==> config.mk <==
export PLATFORM = sky130hd
export DESIGN_NAME = fetch_unit
export DESIGN_NICKNAME = d
export VERILOG_FILES = /design/src/rtl/fetch_unit.sv
export SDC_FILE = /design/constraint.sdc
export NUM_CORES = 1
export LEC_CHECK = 0
export CORE_MARGIN = 2
export CORE_UTILIZATION = 41
export DETAILED_ROUTE_END_ITERATION = 6
export PLACE_DENSITY = 0.84
export SLEW_MARGIN = 20
export SYNTH_ARGS = -nofsm -noshare
export SYNTH_HDL_FRONTEND = slang
export SYNTH_SLANG_ARGS = --single-unit
==> constraint.sdc <==
create_clock -name clk -period 5.09 [get_ports clk]
set_clock_uncertainty 0.05 [all_clocks]
set_input_delay 1.527 -clock clk [delete_from_list [all_inputs] [get_ports clk]]
set_output_delay 1.527 -clock clk [all_outputs]
set_load 0.05 [all_outputs]
==> src/rtl/fetch_unit.sv <==
// fetch_unit: instruction fetch stage.
// Holds the fetch PC, drives the word address of a 1-cycle-latency ROM, and
// presents each fetched instruction with its PC to decode. A BOOT cycle after
// reset re-presents RESET_PC, because the ROM's own address register comes out
// of reset at 0. Redirects restart fetch at a new target, and a stall holds the
// current instruction in place.
module fetch_unit #(
    parameter logic [31:0] RESET_PC = 32'h00000000
) (
    input  logic        clk,
    input  logic        rst,
    input  logic        stall,
    input  logic        redirect,
    input  logic [31:0] redirect_pc,
    output logic [29:0] imem_addr,
    input  logic [31:0] imem_inst,
    output logic [31:0] if_inst,
    output logic [31:0] if_pc,
    output logic        if_valid,
    output logic [31:0] fetch_count
);

    typedef enum logic [1:0] {
        ST_RESET = 2'd0,
        ST_BOOT  = 2'd1,
        ST_RUN   = 2'd2
    } state_t;

    state_t      state_r;
    state_t      state_next_s;
    logic [31:0] pc_f;
    logic [31:0] pc_next_s;
    logic [31:0] count_r;

    // Next-state and next-PC selection: reset, then redirect, then hold, then advance.
    always_comb begin
        state_next_s = state_r;
        pc_next_s    = pc_f + 32'd4;
        if (rst) begin
            state_next_s = ST_RESET;
            pc_next_s    = RESET_PC;
        end else begin
            case (state_r)
                ST_RESET: state_next_s = ST_BOOT;
                ST_BOOT:  state_next_s = ST_RUN;
                ST_RUN:   state_next_s = ST_RUN;
                default:  state_next_s = ST_RESET;
            endcase
            if (redirect) begin
                pc_next_s = {redirect_pc[31:2], 2'b00};
            end else if (stall || (state_r != ST_RUN)) begin
                // RESET and BOOT keep RESET_PC on the ROM address so its data
                // lines up with pc_f once RUN begins.
                pc_next_s = pc_f;
            end else begin
                pc_next_s = pc_f + 32'd4;
            end
        end
    end

    // State and PC registers; the PC takes the selected next value every edge.
    always_ff @(posedge clk) begin
        if (rst) begin
            state_r <= ST_RESET;
            pc_f    <= RESET_PC;
        end else begin
            state_r <= state_next_s;
            pc_f    <= pc_next_s;
        end
    end

    // Delivered-instruction counter: counts cycles where decode takes a live instruction.
    always_ff @(posedge clk) begin
        if (rst) begin
            count_r <= 32'd0;
        end else if (if_valid && !stall) begin
            count_r <= count_r + 32'd1;
        end else begin
            count_r <= count_r;
        end
    end

    assign imem_addr   = pc_next_s[31:2];
    assign if_pc       = pc_f;
    assign if_inst     = imem_inst;
    assign if_valid    = (state_r == ST_RUN) && !redirect;
    assign fetch_count = count_r;

endmodule

==> impl_metrics.toml, run 1 <==
[die]
io_pins = 195
die_h_um = 102
dieArea_um2 = 10400
start_util = 0.424
core_um2 = 9240
dieWidth_um = 102
row_count = 35

[global_route]
antenna_found_initial = 0
grt_pass1_vias = 4222
grt_usage = 0.247
grt-ovfl-total = 0
grtUsageMet3 = 0.0732
busiest_layer = "met2"
grt_use_met2 = 0.435
grt_max_degree = 37
grtUsageMet1 = 0.272
grt_pass1_wl_mm = 20.3

[setup_path]
cpMostUsedCell = "or4_4"
rr_endpoint = "fetch_count[28]"
r2r-start = "state_r[0]"
cp_max_fo = 7
start_kind = "input port"
path_buf_inv = 2
worstPathArrival_ps = 3460
critPathKind = "input port to primary output"
crit_cells = 6
critPathTopFamily = "simple AND/OR/NAND/NOR gates"
worst_ep_required_time_ps = 3510
crit_slowest_cell = "or4_4"
crit_chain = "buf_2 > nand4b_4 > or4_4 > or4_4 > a311oi_4 > buf_12"
reg2regPathDepth = 6
r2r_slack_ps = 2470
cp-end-kind = "primary output"
cpPeakStageDelay_ps = 620
endpoint = "imem_addr[20]"
worstSetupStartpoint = "stall"

[synth]
ys_warn_count = 0
synth.avg_cell_area_um2 = 8.18
netlist_instances = 479
synth_xor_area_frac = 0.0402
synth_edf_count = 0
muxShareOfSynthArea = 0.00798
ys_seq_elements = 64
synth_ff_type = "dfxtp_1"
synth_top_family_by_area = "simple AND/OR/NAND/NOR gates"
syn_area_um2 = 3920
seq_area_frac_synth = 0.327
synthSimpleGateAreaFrac = 0.280
async_flop_share = 0
ys_types = 47
synth_compound_area_frac = 0.219
synthAdderAreaFrac = 0.0128

[route]
wl_mm = 12.7
first_pass_iters = 5
drc = 0
avgViaCountPerCell = 6.02
ant_nets = 0
vias = 4293
routedWlPerCell_um = 17.8
drt_first_iter_violations = 198

[layout]
nNetsFinal = 650
syn_to_final_growth_pct = 51.6
final_util = 0.643
drive_gt1_frac = 0.194
finish.instance_area_um2 = 5940

[sta]
drv_slew = 0
period_minus_slack_ps = 5030
hold_viol_final = 0
rsz0062_at_grt = "no"
setup_viol = 0
fmax_mhz = 199
slew_headroom = 0.546
period_share = 0.989
worst_pin_slew_ps = 681

[clock_network]
clkTransAtPathRegs_ps = 80
numCtsBuffers = 9
htreeDepth = 3
insertion_delay_ps = 340
clock_path_buffers = 2
cts_tree = "built"
cts_root_buf = "clkbuf_8"
clock-sinks = 64

[pwr]
p_per_area_nw_per_um2 = 247
swShare = 0.336
vdd_drop_max_mv = 0.153
pwr-share-seq = 0.377
clkPwrFrac = 0.344
intPower_mw = 0.974
p_comb_frac = 0.280
total_power_mw = 1.47
leakagePower_nw = 2.00
switching_power_mw = 0.493

[place]
io_buffers = 126
placed_area_um2 = 5680
dpl.hpwl_mm = 9.24
place_congestion = 0.812

[hold_path]
hold_class = "flop to flop"

[run_status]
outcome = "finished clean"

[job]
drv_cap = 0
[worst min path at each step]
stage / startpoint / to / slack (ps) / cells past startpoint
floorplan: state_r[1] / state_r[1] / 520 / 3
global placement: fetch_count[30] / fetch_count[30] / 420 / 2
detailed placement: fetch_count[13] / fetch_count[13] / 440 / 2
CTS: fetch_count[13] / fetch_count[13] / 450 / 2
global route: fetch_count[26] / fetch_count[26] / 480 / 2
finish: fetch_count[29] / fetch_count[29] / 450 / 2
[power groups by stage]
stage | clock, mW | combinational [mW] | sequential (mW)
after floorplan | 0 | 0.240 | 0.618
after global placement | 0 | 0.402 | 0.560
after detailed placement | 0 | 0.409 | 0.562
after CTS | 0.510 | 0.411 | 0.551
after global routing | 0.539 | 0.428 | 0.556
final | 0.504 | 0.410 | 0.552
[registers in the layout, indices dropped and copies added, names as in the netlist]
signal and count:
fetch_count 32, if_pc 30, state_r 2
[worst min-delay path, stage by stage, from the launching register on]
cell     delay (ps)
dfxtp_1         330
o31ai_1          70
a21oi_1          50
[cells in the final DEF, fill, tap and decap left out, types with 19 or more instances in the layout]
cell,count
buf_12,31
or4_1,21
dfxtp_1,64
nand2_1,22
clkdlybuf4s50_1,93
nand3_1,22
nand4_1,19
o21ai_0,19
buf_4,27
a21oi_1,24
o31ai_1,20
nor2_1,33
[cell type report]
class                           count  area, µm²
Antenna cell                        1       2.50
Clock buffer                        9        124
Clock inverter                      7        105
Fill cell                         747       3300
Inverter                           17       63.8
Multi-Input combinational cell    333       2430
Sequential cell                    64       1280
Tap cell                          129        161
Timing Repair Buffer              153       1770
[cells by family after synthesis]
group	Yosys count
adder cells (fa/ha/maj)	4
buffers and inverters	83
XOR/XNOR	18
flip-flops	64
multiplexers	3
other	1
AND/OR/NAND/NOR	185
AO/OA/AOI/OAI	121
[synthesized netlist by cell type (2+ instances only)]
| library cell | instances | area (µm²) |
|---|---|---|
| nor4bb_1 | 2 | 20.0 |
| nand4_1 | 19 | 119 |
| nor3_1 | 9 | 45.0 |
| nand4bb_1 | 2 | 22.5 |
| buf_1 | 2 | 7.51 |
| dfxtp_1 | 64 | 1280 |
| or3b_2 | 2 | 17.5 |
| mux2i_1 | 2 | 20.0 |
| buf_4 | 34 | 255 |
| clkbuf_1 | 29 | 109 |
| or2_2 | 2 | 12.5 |
| o31ai_1 | 20 | 150 |
| o211a_1 | 6 | 60.1 |
| nor4_2 | 2 | 25.0 |
| and4_1 | 7 | 61.3 |
| nor2b_1 | 8 | 50.1 |
| a211oi_1 | 16 | 120 |
| xor2_1 | 8 | 70.1 |
| and3_1 | 4 | 25.0 |
| nor2_1 | 33 | 124 |
| or3_1 | 14 | 87.6 |
| ha_1 | 4 | 50.1 |
| or4_1 | 25 | 188 |
| a32oi_1 | 3 | 26.3 |
| inv_1 | 16 | 60.1 |
| a311oi_1 | 24 | 210 |
| o21ai_0 | 19 | 95.1 |
| nand3_1 | 23 | 115 |
| a2111oi_0 | 4 | 35.0 |
| xnor2_1 | 10 | 87.6 |
| a21oi_1 | 24 | 120 |
| a31oi_1 | 2 | 12.5 |
| nand2_1 | 22 | 82.6 |
| nor4_1 | 5 | 31.3 |
[metal layers]
| metal | share of wire | routed length [µm] | up-vias |
|---|---|---|---|
| li1 | - | - | 2004 |
| met1 | 0.37 | 4740 | 2052 |
| met2 | 0.52 | 6590 | 198 |
| met3 | 0.079 | 1010 | 39 |
| met4 | 0.029 | 373 | 0 |
| met5 | 0 | 0 | - |
[through the flow]
stage	hold WS (ps)	cells	setup WS [ps]	TNS, ps
finish	448	713	55.7	0
global route	476	712	22.7	0
CTS	453	712	66.0	0
detailed placement	443	695	-290	-3080
global placement	421	695	-278	-2850
floorplan	518	480	-310	-754
[timing repair]
action	in CTS	in global routing
hold buffers	0	0
setup buffers	1	0
endpoints found under the setup margin	18	0
resized for setup	11	0
No activity file was read; power rests on OpenSTA's default activity.
==> run 2: changes to the inputs <==
--- a/config.mk
+++ b/config.mk
@@ -6,9 +6,10 @@
 export NUM_CORES = 1
 export LEC_CHECK = 0
 export CORE_MARGIN = 2
-export CORE_UTILIZATION = 41
+export CORE_UTILIZATION = 55
 export DETAILED_ROUTE_END_ITERATION = 6
-export PLACE_DENSITY = 0.84
+export DONT_BUFFER_PORTS = 1
+export PLACE_DENSITY = 0.7
 export SLEW_MARGIN = 20
 export SYNTH_ARGS = -nofsm -noshare
 export SYNTH_HDL_FRONTEND = slang
==> run 2 against run 1 <==
Net effect: first-iteration DRC count rose by 6.1%; critical path type unchanged; final cell count fell by 19%; total power fell by 8.0%.
==> impl_metrics.toml, run 2 (synthesis gave the netlist of run 1 again) <==
[die]
dieWidth_um = 88.4
die_h_um = 88.4
dieArea_um2 = 7820
row_count = 30
io_pins = 195
start_util = 0.574
core_um2 = 6830

[sta]
worst_pin_slew_ps = 753
timing.final.ws_setup_ps = 140
period_share = 0.973
hold_ws_ps = 570
hold_viol_final = 0
fmax_mhz = 202
period_minus_slack_ps = 4950
drv_slew = 0
rsz0062_at_grt = "no"
tns_ps = 0
setup_viol = 0
slew_headroom = 0.498

[clock_network]
post_cts_buffers = 0
clock_path_buffers = 2
cts_resized = 0
htreeDepth = 3
clkTransAtPathRegs_ps = 80
cts_root_buf = "clkbuf_8"
insertion_delay_ps = 340
ctsHoldBuffers = 0
clock-sinks = 64
cts_tree = "built"
numCtsBuffers = 9

[route]
drc = 0
routedWlPerCell_um = 18.2
drt_first_iter_violations = 210
vias = 3734
first_pass_iters = 4
avgViaCountPerCell = 6.51
wl_mm = 10.5
ant_nets = 0

[layout]
drive_gt1_frac = 0.203
syn_to_final_growth_pct = 18.0
fin_cells = 574
finish.instance_area_um2 = 4620
nNetsFinal = 545
largest_reg_flops = 32
diodes = 0
mostFrequentLayoutCells = "dfxtp_1 (64), buf_4 (36), nor2_1 (33), or4_1 (25), a21oi_1 (24)"
final_util = 0.677
layout_commonest_cell = "dfxtp_1"

[setup_path]
critPathKind = "input port to primary output"
cp_max_fo = 12
worst_ep_required_time_ps = 3510
cpPeakStageDelay_ps = 590
cp-end-kind = "primary output"
worstPathArrival_ps = 3370
crit_slowest_cell = "or4_4"
r2r_slack_ps = 2220
start_kind = "input port"
crit_chain = "nand4b_4 > or4_4 > or4_1 > a311oi_4 > buf_12"

[pwr]
p_per_area_nw_per_um2 = 292
swShare = 0.338
vdd_drop_max_mv = 0.157
clkPwrFrac = 0.374
total_power_mw = 1.35
leakagePower_nw = 1.53
p_comb_frac = 0.195
pwr-share-seq = 0.431
intPower_mw = 0.894
switching_power_mw = 0.456

[global_route]
grt-ovfl-total = 0
grtUsageMet3 = 0.0802
busiest_layer = "met2"
grtUsageMet1 = 0.326
grt_max_degree = 83
grt_usage = 0.264
antenna_found_initial = 0
grt_use_met2 = 0.433
grt_pass1_wl_mm = 16.5
grt_pass1_vias = 3466

[place]
dp_slack_ps = 149
place_congestion = 0.791
placed_area_um2 = 4400
place_inst = 558
dpl.hpwl_mm = 7.48
io_buffers = 0

[hold_path]
hold_class = "flop to flop"

[run_status]
outcome = "finished clean"

[job]
drv_cap = 0
## run 2: changes by cell type in the layout (fill, tap and decap cells not counted), moves of 2 or more
cell | before | now
a311oi_1 | 14 | 12
clkdlybuf4s50_1 | 93 | 0
or4_1 | 21 | 25
or4_4 | 5 | 1
buf_12 | 31 | 12
buf_4 | 27 | 36
a311oi_2 | 2 | 4
## run 2: routing by layer
| metal | wire length [µm] | up-vias |
|---|---|---|
| met4 | 225 | 0 |
| met2 | 4940 | 133 |
| li1 | - | 1794 |
| met3 | 860 | 36 |
| met5 | 0 | - |
| met1 | 4430 | 1771 |
## run 2: area by class of cell
type,instances,area [µm²]
multi-input cells,333,2420
fillers,584,2210
flip-flops and latches,64,1280
repair buffers,48,510
clock buffers,9,124
well taps,96,120
clock inverters,7,105
inverters,17,63.8
## run 2: final timing paths
kind,startpoint,endpoint,cells past startpoint
setup / recovery,stall,imem_addr[20],5
hold / removal,state_r[1],state_r[1],3
setup reg to reg,fetch_count[0],fetch_count[26],5
hold reg to reg,state_r[1],state_r[1],3
## run 2: power by group through the flow
stage	sequential (mW)	clock (mW)	combinational [mW]
floorplan	0.618	0	0.240
global placement	0.592	0	0.260
CTS	0.581	0.515	0.265
finish	0.581	0.505	0.264
detailed placement	0.593	0	0.264
global route	0.585	0.535	0.280
## run 2: worst max-delay path, delay by kind of cell
kind            cells  cell delay [ps]
buf+inv             1              180
compound gates      1              340
simple gates        3             1320
